`src/rtl/zc_pkg.sv`:
```
// zc_pkg: shared lane geometry, entry/event types and output-state encoding for the zero-crossing serializer
package zc_pkg;
    localparam int NUM_CHANNELS = 16;
    localparam int LANE_W = $clog2(NUM_CHANNELS);
    localparam int ZC_TS_WIDTH = 32;

    typedef struct packed {
        logic [ZC_TS_WIDTH-1:0]  beat;
        logic [NUM_CHANNELS-1:0] mask;
    } zc_entry_t;

    typedef struct packed {
        logic [ZC_TS_WIDTH+LANE_W-1:0] ts;
        logic                          last;
    } zc_event_t;

    typedef enum logic {
        ZC_EMPTY,
        ZC_PRESENT
    } zc_out_state_t;
endpackage

```
`src/rtl/zc_mask_fifo.sv`:
```
// zc_mask_fifo: synchronous FIFO with registered full/empty; a push is accepted when full if a pop happens in the same cycle
module zc_mask_fifo #(
    parameter int W     = 48,
    parameter int DEPTH = 8
) (
    input  logic         clk,
    input  logic         rst,
    input  logic         push,
    input  logic         pop,
    input  logic [W-1:0] din,
    output logic [W-1:0] dout,
    output logic         full,
    output logic         empty
);
    localparam int AW = $clog2(DEPTH);

    logic [W-1:0]  mem [DEPTH];
    logic [AW-1:0] wr_ptr, rd_ptr;
    logic [AW:0]   cnt, cnt_nx;
    logic          wr, rd;

    assign rd     = pop && !empty;
    assign wr     = push && (!full || rd);
    assign cnt_nx = cnt + (AW+1)'(wr) - (AW+1)'(rd);
    assign dout   = mem[rd_ptr];

    // pointers, occupancy and the registered full/empty flags
    always_ff @(posedge clk or posedge rst) begin
        if (rst) begin
            wr_ptr <= '0;
            rd_ptr <= '0;
            cnt    <= '0;
            full   <= 1'b0;
            empty  <= 1'b1;
        end else begin
            wr_ptr <= wr_ptr + AW'(wr);
            rd_ptr <= rd_ptr + AW'(rd);
            cnt    <= cnt_nx;
            full   <= cnt_nx == (AW+1)'(DEPTH);
            empty  <= cnt_nx == '0;
        end
    end

    // storage array, written without reset since occupancy gates every read
    always_ff @(posedge clk) begin
        if (wr) mem[wr_ptr] <= din;
    end
endmodule

```
`src/rtl/zc_event_serializer.sv`:
```
// zc_event_serializer: turns per-beat zero-crossing masks into a serial stream of timestamped events (optional ZC_EVT_DROPCNT_EN adds drop_count)
module zc_event_serializer
    import zc_pkg::*;
#(
    parameter int TS_WIDTH   = ZC_TS_WIDTH,
    parameter int FIFO_DEPTH = 8
) (
    input  logic                       clk,
    input  logic                       rst,
    input  logic                       valid_in,
    input  logic [NUM_CHANNELS-1:0]    zero_mask_in,
    output logic                       evt_valid,
    input  logic                       evt_ready,
    output logic [TS_WIDTH+LANE_W-1:0] evt_time,
    output logic                       evt_last,
    output logic                       overflow,
    input  logic                       clear_overflow
`ifdef ZC_EVT_DROPCNT_EN
    ,
    output logic [15:0]                drop_count
`endif
);
    zc_out_state_t                      state, state_nx;
    logic [TS_WIDTH-1:0]                beat_cnt, out_beat;
    logic [NUM_CHANNELS-1:0]            out_mask;
    logic [LANE_W-1:0]                  lane;
    logic [TS_WIDTH+NUM_CHANNELS-1:0]   fifo_dout;
    logic                               fifo_full, fifo_empty;
    logic                               push, pop, accept, last, drop;

    assign push      = valid_in && (zero_mask_in != '0);
    assign evt_valid = state == ZC_PRESENT;
    assign accept    = evt_valid && evt_ready;
    assign last      = (out_mask != '0) && ((out_mask & (out_mask - NUM_CHANNELS'(1))) == '0);
    assign pop       = !fifo_empty && (!evt_valid || (accept && last));
    assign drop      = push && fifo_full && !pop;
    assign evt_time  = {out_beat, lane};
    assign evt_last  = last;

    zc_mask_fifo #(.W(TS_WIDTH + NUM_CHANNELS), .DEPTH(FIFO_DEPTH)) u_fifo (
        .clk   (clk),
        .rst   (rst),
        .push  (push),
        .pop   (pop),
        .din   ({beat_cnt, zero_mask_in}),
        .dout  (fifo_dout),
        .full  (fifo_full),
        .empty (fifo_empty)
    );

    // lowest set residual bit is the earliest remaining crossing
    always_comb begin
        lane = '0;
        for (int i = NUM_CHANNELS - 1; i >= 0; i--)
            if (out_mask[i]) lane = LANE_W'(i);
    end

    // output-slot occupancy: leaves PRESENT only when the final bit goes and nothing is queued
    always_comb begin
        state_nx = (state == ZC_EMPTY) ? (fifo_empty ? ZC_EMPTY : ZC_PRESENT)
                                       : ((accept && last && fifo_empty) ? ZC_EMPTY : ZC_PRESENT);
    end

    // state register
    always_ff @(posedge clk or posedge rst) begin
        if (rst) state <= ZC_EMPTY;
        else     state <= state_nx;
    end

    // beat counter plus the output entry: reload on pop, otherwise retire one lane per accept
    always_ff @(posedge clk or posedge rst) begin
        if (rst) begin
            beat_cnt <= '0;
            out_beat <= '0;
            out_mask <= '0;
        end else begin
            if (valid_in) beat_cnt <= beat_cnt + TS_WIDTH'(1);
            if (pop) {out_beat, out_mask} <= fifo_dout;
            else if (accept) out_mask <= out_mask & (out_mask - NUM_CHANNELS'(1));
        end
    end

    // sticky overflow, a same-cycle drop beats the clear
    always_ff @(posedge clk or posedge rst) begin
        if (rst)                 overflow <= 1'b0;
        else if (drop)           overflow <= 1'b1;
        else if (clear_overflow) overflow <= 1'b0;
    end

`ifdef ZC_EVT_DROPCNT_EN
    // saturating dropped-beat counter, restarted by clear_overflow
    always_ff @(posedge clk or posedge rst) begin
        if (rst)                                drop_count <= '0;
        else if (clear_overflow)                drop_count <= {15'd0, drop};
        else if (drop && drop_count != 16'hFFFF) drop_count <= drop_count + 16'd1;
    end
`endif
endmodule

```
`config.mk`:
```
export PLATFORM = sky130hd
export DESIGN_NAME = zc_event_serializer
export DESIGN_NICKNAME = d
export VERILOG_FILES = /design/src/rtl/zc_pkg.sv /design/src/rtl/zc_mask_fifo.sv /design/src/rtl/zc_event_serializer.sv
export SDC_FILE = /design/constraint.sdc
export NUM_CORES = 1
export LEC_CHECK = 0
export CORE_ASPECT_RATIO = 1.5
export CORE_UTILIZATION = 49
export CTS_CLUSTER_DIAMETER = 200
export DETAILED_ROUTE_END_ITERATION = 12
export PLACE_DENSITY = 0.66
export REMOVE_ABC_BUFFERS = 1
export SKIP_LAST_GASP = 1
export SYNTH_ARGS = -nofsm -noshare
export SYNTH_HDL_FRONTEND = slang
export SYNTH_SLANG_ARGS = --single-unit
```
`constraint.sdc`:
```
create_clock -name clk -period 28.4 [get_ports clk]
set_input_delay 5.68 -clock clk [delete_from_list [all_inputs] [get_ports clk]]
set_output_delay 5.68 -clock clk [all_outputs]
set_load 0.02 [all_outputs]
```
==> flow_metrics.tcl, run 1 <==
set metrics [dict create \
    vias 8896 \
    synth_top_area_frac 0.6168 \
    period_share 0.3225 \
    synthTopCellsByCount "edfxtp_1, mux4_2, dfrtp_1" \
    drt-vias-per-instance 5.777 \
    drc_errors 0 \
    clock_path_buffers 3 \
    worst_pin_slew_ns 1.005 \
    hold_start "out_beat[1]" \
    holdBufCountCts 0 \
    fillers 2816 \
    cts_buffers 43 \
    path_delay_family "simple AND/OR/NAND/NOR gates" \
    yosysUniqueCellTypes 52 \
    required_ns 22.72 \
    cts_root_buf "clkbuf_16" \
    grt_usage 0.1948 \
    crit_type "flip-flop to output pin" \
    setup-tns-final_ns 0 \
    syn_area_um2 18700 \
    ios 60 \
    hold_path.class "flip-flop to flip-flop" \
    cts_tree "done" \
    hold_violations 0 \
    slew_headroom 0.3298 \
    drtIter0Drc 645 \
    path_cells "nor4_1 > nand4_1 > mux2_2 > a2111oi_4 > and2_1 > clkdlybuf4s50_1" \
    peakVddDrop_mv 0.05111 \
    drv_cap 0 \
    rr_startpoint "out_mask[0]" \
    r2r-end "u_fifo.mem[0][31]" \
    top_usage_layer "met2" \
    p_sw_w 0.0003735 \
    seqCellArea_um2 13890 \
    ff2ff_setup_slack_ns 23.74 \
    final_nets 1046 \
    seq_area_frac_synth 0.7427 \
    synth_area_per_cell_um2 20.02 \
    die_w_um 161.5 \
    antenna_found_initial 0 \
    hold_end "out_beat[1]" \
    drv_slew 0 \
    path_clk_slew_ns 0.07 \
    cts_setup_buffers 0 \
    combPwrFrac 0.087 \
    multi_input_area_um2 4691 \
    die_h_um 241.2 \
    rsz0062_at_grt "false" \
    htreeDepth 2 \
    dp_hpwl_um 20450 \
    place_congestion 0.8724 \
    met2_usage 0.3528 \
    synthCells 934 \
    grt_pass1_wl_um 56280 \
    grtUsageMet1 0.2459 \
    period_minus_slack_ns 9.159 \
    setup_slack_ns 19.24 \
    grt_pass1_vias 9467 \
    synth-async-reset-ratio 0.1967 \
    initial_core_util 0.4978 \
    seqPwrFrac 0.551 \
    fp.coreArea_um2 37550 \
    drive_gt1_frac 0.2540 \
    p_leak_nw 7.305 \
    rows 87 \
    synthTopCellsByArea "edfxtp_1, dfrtp_1, mux4_2" \
    status "finished, final reports clean" \
    area_growth_pct 14.56 \
    ys.flop_type "edfxtp_1" \
    intPower_w 0.001249 \
    critPathSlowestCell "nor4_1" \
    p_clk_frac 0.362 \
    arrival_ns 3.48 \
    reg2regPathDepth 8 \
    clock-skew-final_ns 0.01426 \
    hold_ws_ns 0.5071 \
    insertion_delay_ns 0.55 \
    ctsResizeCount 0 \
    dp_slack_ns 19.15 \
    cpPeakStageDelay_ns 0.73 \
    ant_nets 0 \
    grt_start_max_net_pins 62 \
    grt_remaining_overflow 0 \
    die-area_um2 38960 \
    max_freq_mhz 109.2 \
    synth_most_common_cell "edfxtp_1" \
    clock_sink_count 478 \
    setup_violations 0 \
    avgRoutedWirePerCell_um 23.53 \
    critPathMaxFanout 11 \
    io_buffers 59 \
    startpoint_type "flip-flop" \
    antenna_cells 0 \
    dr.pass1.iters 5 \
    hold_depth 1 \
    synth_seq_cells 478 \
    synth_top_area_cell "edfxtp_1" \
    critPathBufInv 1 \
    synth-edff-count 384 \
    use_met3 0.02517 \
    synth_warnings 0 \
    drt_wl_total_um 36240 \
    end_kind "output pin" \
    swShare 0.2302 \
    p_per_area_nw_per_um2 75.76 \
]
placed cells by master (no fill, tap or decap), types with 7 or more instances in the layout:
cell / instances
clkbuf_1: 10
nand4_1: 11
mux2i_1: 17
clkdlybuf4s50_1: 59
xor2_1: 9
mux4_2: 96
buf_4: 19
nand2_1: 25
xnor2_1: 29
edfxtp_1: 384
inv_1: 12
nand3_1: 15
nor2_1: 20
ha_1: 7
dfrtp_1: 90
o21ai_0: 16
clkbuf_16: 45
nor3_1: 7
nor4_1: 8
a21oi_1: 10
mux2_2: 66
clkinv_2: 9
registers in the layout, indices dropped and copies added, names as in the netlist, 3 cells and up:
signal / flops
u_fifo.wr_ptr: 3
out_mask: 16
beat_cnt: 32
out_beat: 32
u_fifo.cnt: 4
u_fifo.mem: 384
u_fifo.rd_ptr: 3
power by group through the flow:
stage,sequential (W),combinational (W),clock (W)
5_1_grt,0.000901,0.000154,0.000626
3_3_place_gp,0.000903,0.000141,0
3_5_place_dp,0.000909,0.000144,0
6_report,0.000894,0.000141,0.000588
4_1_cts,0.000894,0.000145,0.000600
2_1_floorplan,0.000906,0.0000854,0
cells by family (layout without fill, tap and decap cells):
| logic type | count (synthesis) | after routing | synth area share |
|---|---|---|---|
| buf+inv | 53 | 170 | 0.01158 |
| simple gates | 115 | 115 | 0.03226 |
| compound gates | 62 | 62 | 0.02490 |
| mux | 179 | 179 | 0.1645 |
| fa+ha+maj | 9 | 9 | 0.006291 |
| xor+xnor | 38 | 38 | 0.01780 |
| flops | 478 | 478 | 0.7427 |
through the flow:
stage                     power (W)  instances  area [um2]    util
after floorplan           0.0009917        894       18530       -
after global placement     0.001045       1461       19980  0.5320
after CTS                  0.001640       1540       21420  0.5703
after detailed placement   0.001053       1461       19980  0.5320
after global routing       0.001680       1540       21420  0.5703
final                      0.001623       1540       21420  0.5703
worst max path at each step:
stage / start / end / slack, ns / depth (start not counted)
2_1_floorplan: evt_ready / u_fifo.mem[4][0] / 12.95 / 2
3_3_place_gp: zero_mask_in[13] / u_fifo.full / 19.22 / 10
3_5_place_dp: zero_mask_in[10] / u_fifo.full / 19.15 / 10
4_1_cts: out_mask[0] / evt_last / 19.24 / 6
5_1_grt: out_mask[0] / evt_last / 19.02 / 6
6_report: out_mask[0] / evt_last / 19.24 / 6
area by class of cell:
type                    instances  share of cell area
flip-flops and latches        478              0.6487
multi-input cells             403              0.2190
clock buffers                  57             0.05562
repair buffers                 78             0.03423
well taps                     489             0.02857
clock inverters                22             0.01145
inverters                      13            0.002395
layer usage:
layer	vias up	part of all wire
met4	0	0.019
met3	52	0.037
li1	3943	-
met5	-	0
met2	182	0.54
met1	4719	0.41
(Power assumes the default switching activity.)
==> run 2: changes to the inputs <==
PLACE_DENSITY = 0.68   (was 0.66)
clock period = 8.1 ns   (was 28.4 ns; I/O delays follow)
==> run 2 against run 1 <==
Net effect: largest cell class unchanged; wire length down 0.89%; total power increased to 3.6 times the previous value; flip-flop and latch count unchanged; critical path type unchanged; critical path depth did not move; via count about the same; first-iteration DRC count shrank 7.0%.
==> flow_metrics.tcl, run 2 (synthesis gave the netlist of run 1 again) <==
set metrics [dict create \
    hold_path.class "flip-flop to flip-flop" \
    ctsResizeCount 0 \
    hold_depth 1 \
    ff2ff_setup_slack_ns 3.54 \
    placed_cell_area_um2 19980 \
    setup-tns-final_ns 0 \
    cts_setup_buffers 0 \
    clock_path_buffers 3 \
    grt_start_max_net_pins 63 \
    status "finished, final reports clean" \
    top_register "u_fifo.mem" \
    initial_core_util 0.4978 \
    reg2regPathDepth 8 \
    dp_hpwl_um 20880 \
    final_nets 1047 \
    setup_violations 0 \
    largest_register_ffs 384 \
    cpPeakStageDelay_ns 0.65 \
    io_buffers 59 \
    area_growth_pct 15.08 \
    p_sw_w 0.001338 \
    period_share 0.6242 \
    critPathSlowestCell "nor4_1" \
    period_minus_slack_ns 5.056 \
    required_ns 6.48 \
    path_cells "nor4_1 > nand4_1 > mux2_2 > a2111oi_4 > and2_1 > clkdlybuf4s50_1" \
    drv_cap 0 \
    grt_usage 0.1938 \
    cts_tree "done" \
    critPathMaxFanout 11 \
    antenna_found_initial 0 \
    grt_remaining_overflow 0 \
    cts_root_buf "clkbuf_16" \
    rsz0062_at_grt "false" \
    path_delay_family "simple AND/OR/NAND/NOR gates" \
    combPwrFrac 0.085 \
    path_clk_slew_ns 0.06 \
    hold_violations 0 \
    dr.pass1.iters 5 \
    critPathLaunch "out_mask[4]" \
    p_per_area_nw_per_um2 268.7 \
    htreeDepth 2 \
    reg_top3 "u_fifo.mem x384, beat_cnt x32, out_beat x32" \
    stdcell_area_um2 21510 \
    startpoint_type "flip-flop" \
    die_h_um 241.2 \
    layout_commonest_cell "edfxtp_1" \
    avgRoutedWirePerCell_um 23.27 \
    r2r-end "u_fifo.mem[3][21]" \
    power_w 0.005781 \
    clock-skew-final_ns 0.02156 \
    drc_errors 0 \
    intPower_w 0.004443 \
    fillers 2746 \
    holdBufCountCts 0 \
    antenna_cells 0 \
    hold_end "out_beat[18]" \
    p_clk_frac 0.373 \
    grt_pass1_vias 9529 \
    cts_buffers 44 \
    end_kind "output pin" \
    arrival_ns 3.44 \
    crit_type "flip-flop to output pin" \
    hold_start "out_beat[18]" \
    drt-vias-per-instance 5.771 \
    postLayoutCoreUtil 0.5729 \
    vias 8904 \
    fp.coreArea_um2 37550 \
    drv_slew 0 \
    peakVddDrop_mv 0.1577 \
    critPathBufInv 1 \
    clock_sink_count 478 \
    rr_startpoint "out_mask[4]" \
    place_congestion 0.8705 \
    max_freq_mhz 197.8 \
    drive_gt1_frac 0.2628 \
    rows 87 \
    ios 60 \
    drtIter0Drc 600 \
    final_cell_mix "edfxtp_1, mux4_2, dfrtp_1" \
    grt_pass1_wl_um 56080 \
    p_leak_nw 7.361 \
    die_w_um 161.5 \
    swShare 0.2314 \
    die-area_um2 38960 \
    ant_nets 0 \
    worst_pin_slew_ns 1.070 \
    insertion_delay_ns 0.56 \
    seqPwrFrac 0.542 \
    slew_headroom 0.2868 \
    drt_wl_total_um 35910 \
]
==> run 2: cell types whose count changed in the layout (fill, tap and decap cells not counted), sizes merged <==
| cell | delta |
|---|---|
| inv | +4 |
| clkinv | -1 |
==> run 2: worst register-to-register path, cell delays in order (launching register included) <==
cell	delay (ns)
dfrtp_1	0.51
nor4_1	0.65
nand4_1	0.19
mux2_2	0.35
a2111oi_4	0.41
a41oi_4	0.15
buf_4	0.43
a2111oi_4	0.92
buf_4	0.57
==> run 2: routing by layer <==
layer	part of all wire	up-vias	track usage
met4	0.023	0	0.06032
met5	0	-	0
met2	0.56	148	0.3651
met1	0.39	4747	0.2316
met3	0.029	58	0.02191
li1	-	3951	-
==> run 2: how the worst max path moves through the flow <==
stage / endpoint / slack, ns / cells past startpoint
floorplan: u_fifo.mem[4][0] / -3.46 / 6
global placement: u_fifo.empty / 3.04 / 10
detailed placement: u_fifo.full / 2.97 / 10
CTS: evt_last / 3.08 / 6
global route: evt_last / 2.81 / 6
finish: evt_last / 3.04 / 6
==> run 2: power groups by stage <==
stage | Sequential, W | Combinational (W) | Clock (W)
detailed placement | 0.00319 | 0.000501 | 0
global route | 0.00317 | 0.000533 | 0.00228
finish | 0.00314 | 0.000491 | 0.00215
floorplan | 0.00318 | 0.000299 | 0
CTS | 0.00314 | 0.000504 | 0.00220
global placement | 0.00317 | 0.000492 | 0
==> run 2: metrics by stage <==
step	std cells	setup WS [ns]	hold slack (ns)
final	1543	3.044	0.5020
after global routing	1543	2.809	0.5218
after CTS	1543	3.078	0.5057
after detailed placement	1461	2.968	0.4916
after global placement	1461	3.043	0.4864
after floorplan	894	-3.461	0.4417
==> run 2: cell type report <==
cell class / count / area [um2] / area share
well taps: 489 / 611.8 / 0.02844
flip-flops and latches: 478 / 13890 / 0.6458
clock buffers: 57 / 1252 / 0.05821
clock inverters: 25 / 281.5 / 0.01309
repair buffers: 78 / 733.2 / 0.03408
inverters: 13 / 51.30 / 0.002384
multi-input cells: 403 / 4691 / 0.2180
==> run 3: changes to the inputs <==
clock period = 4.45 ns   (was 8.1 ns; I/O delays follow)
==> run 3 against run 2 <==
Net effect: die area did not move; largest power group unchanged; utilization grew 0.19 points; sequential power up 82%.
==> flow_metrics.tcl, run 3 (synthesis gave the netlist of run 1 again) <==
set metrics [dict create \
    seqPwrFrac 0.551 \
    antenna_found_initial 0 \
    ant_nets 0 \
    hold_depth 1 \
    fp.coreArea_um2 37550 \
    max_freq_mhz 235.4 \
    layout_commonest_cell "edfxtp_1" \
    final_cell_mix "edfxtp_1, mux4_2, dfrtp_1" \
    htreeDepth 2 \
    clock_sink_count 478 \
    setup_slack_ns 0.2015 \
    path_delay_family "simple AND/OR/NAND/NOR gates" \
    critPathMaxFanout 11 \
    vias 8943 \
    ff2ff_setup_slack_ns 0.45 \
    antenna_cells 0 \
    end_kind "output pin" \
    grt_pass1_wl_um 55570 \
    top_usage_layer "met2" \
    clock-skew-final_ns 0.01089 \
    path_clk_slew_ns 0.06 \
    grt_pass1_vias 9504 \
    drv_cap 0 \
    cts_setup_buffers 0 \
    p_per_area_nw_per_um2 479.3 \
    setup-tns-final_ns 0 \
    clock_path_buffers 3 \
    status "finished, final reports clean" \
    dp_slack_ns 0.4249 \
    top_register "u_fifo.mem" \
    grt_start_max_net_pins 55 \
    io_buffers 59 \
    combPwrFrac 0.089 \
    drc_errors 0 \
    critPathSlowestCell "nor4_1" \
    die_w_um 161.5 \
    holdBufCountCts 0 \
    cpPeakStageDelay_ns 0.61 \
    cts_buffers 44 \
    reg_top3 "u_fifo.mem x384, beat_cnt x32, out_beat x32" \
    hold_path.class "flip-flop to flip-flop" \
    hold_start "u_fifo.empty" \
    place_congestion 0.8870 \
    rr_startpoint "out_mask[4]" \
    dr.pass1.iters 5 \
    ctsResizeCount 0 \
    insertion_delay_ns 0.56 \
    die-area_um2 38960 \
    arrival_ns 3.36 \
    cts_tree "done" \
    hold_violations 0 \
    required_ns 3.56 \
    initial_core_util 0.4978 \
    crit_type "flip-flop to output pin" \
    cts_root_buf "clkbuf_16" \
    drt_wl_total_um 35900 \
    rsz0062_at_grt "false" \
    peakVddDrop_mv 0.2310 \
    startpoint_type "flip-flop" \
    dp_hpwl_um 21230 \
    grtUsageMet1 0.2273 \
    postLayoutCoreUtil 0.5748 \
    met2_usage 0.3566 \
    drive_gt1_frac 0.2640 \
    p_clk_frac 0.360 \
    die_h_um 241.2 \
    worst_pin_slew_ns 0.8899 \
    rows 87 \
    r2r-end "u_fifo.mem[4][29]" \
    setup_violations 0 \
    ios 60 \
    swShare 0.2309 \
    area_growth_pct 15.46 \
    slew_headroom 0.4067 \
    p_sw_w 0.002389 \
    path_cells "nor4_1 > nand4_1 > mux2_2 > a2111oi_4 > and2_1 > clkdlybuf4s50_1" \
    drt-vias-per-instance 5.744 \
    grt_remaining_overflow 0 \
    power_w 0.01035 \
    period_minus_slack_ns 4.249 \
    p_leak_nw 7.401 \
    hold_end "evt_valid" \
    reg2regPathDepth 8 \
    largest_register_ffs 384 \
    final_nets 1062 \
    drv_slew 0 \
    use_met3 0.02654 \
    grt_usage 0.1934 \
    intPower_w 0.007958 \
    period_share 0.9547 \
    critPathBufInv 1 \
    dpl.cell_count 1476 \
    instances_no_fill 1557 \
    avgRoutedWirePerCell_um 23.05 \
    drtIter0Drc 702 \
]
==> run 3: changes by cell type in the layout (fill, tap and decap cells not counted), sizes merged <==
cell,before,now
buf,19,34
clkbuf,57,60
clkinvlp,4,1
clkinv,12,14
inv,17,15
bufinv,5,4
==> run 3: cell type report <==
type,count,area (um2)
Sequential cell,478,13900
Fill cell,2780,15970
Clock inverter,21,215.2
Multi-Input combinational cell,403,4691
Clock buffer,60,1212
Inverter,13,51.30
Timing Repair Buffer,93,908.4
Tap cell,489,611.8
==> run 3: how the worst max path moves through the flow <==
stage	from	cells past startpoint	slack [ns]	to
after floorplan	out_mask[1]	6	-7.11	u_fifo.mem[4][0]
after global placement	out_mask[4]	7	0.53	u_fifo.mem[0][30]
after detailed placement	out_mask[4]	7	0.42	u_fifo.mem[0][29]
after CTS	out_mask[4]	6	0.21	evt_last
after global routing	out_mask[4]	6	0.04	evt_last
final	out_mask[4]	6	0.20	evt_last
==> run 3: routing by layer <==
layer	share of wire	wire length (um)	vias to the layer above
li1	-	-	3975
met1	0.39	13840	4689
met2	0.54	19540	207
met3	0.036	1306	72
met4	0.034	1216	0
met5	0	0	-
==> run 3: power groups by stage <==
stage	clock network [W]	logic, W	registers, W
after floorplan	0	0.000545	0.00578
after global placement	0	0.000932	0.00577
after detailed placement	0	0.000947	0.00579
after CTS	0.00380	0.000950	0.00571
after global routing	0.00396	0.00101	0.00575
final	0.00372	0.000922	0.00570
==> run 3: metrics by stage <==
stage	instance area (um2)	hold slack, ns
floorplan	18530	0.4417
global placement	20160	0.4634
detailed placement	20160	0.4601
CTS	21590	0.4754
global route	21590	0.4961
finish	21590	0.4801
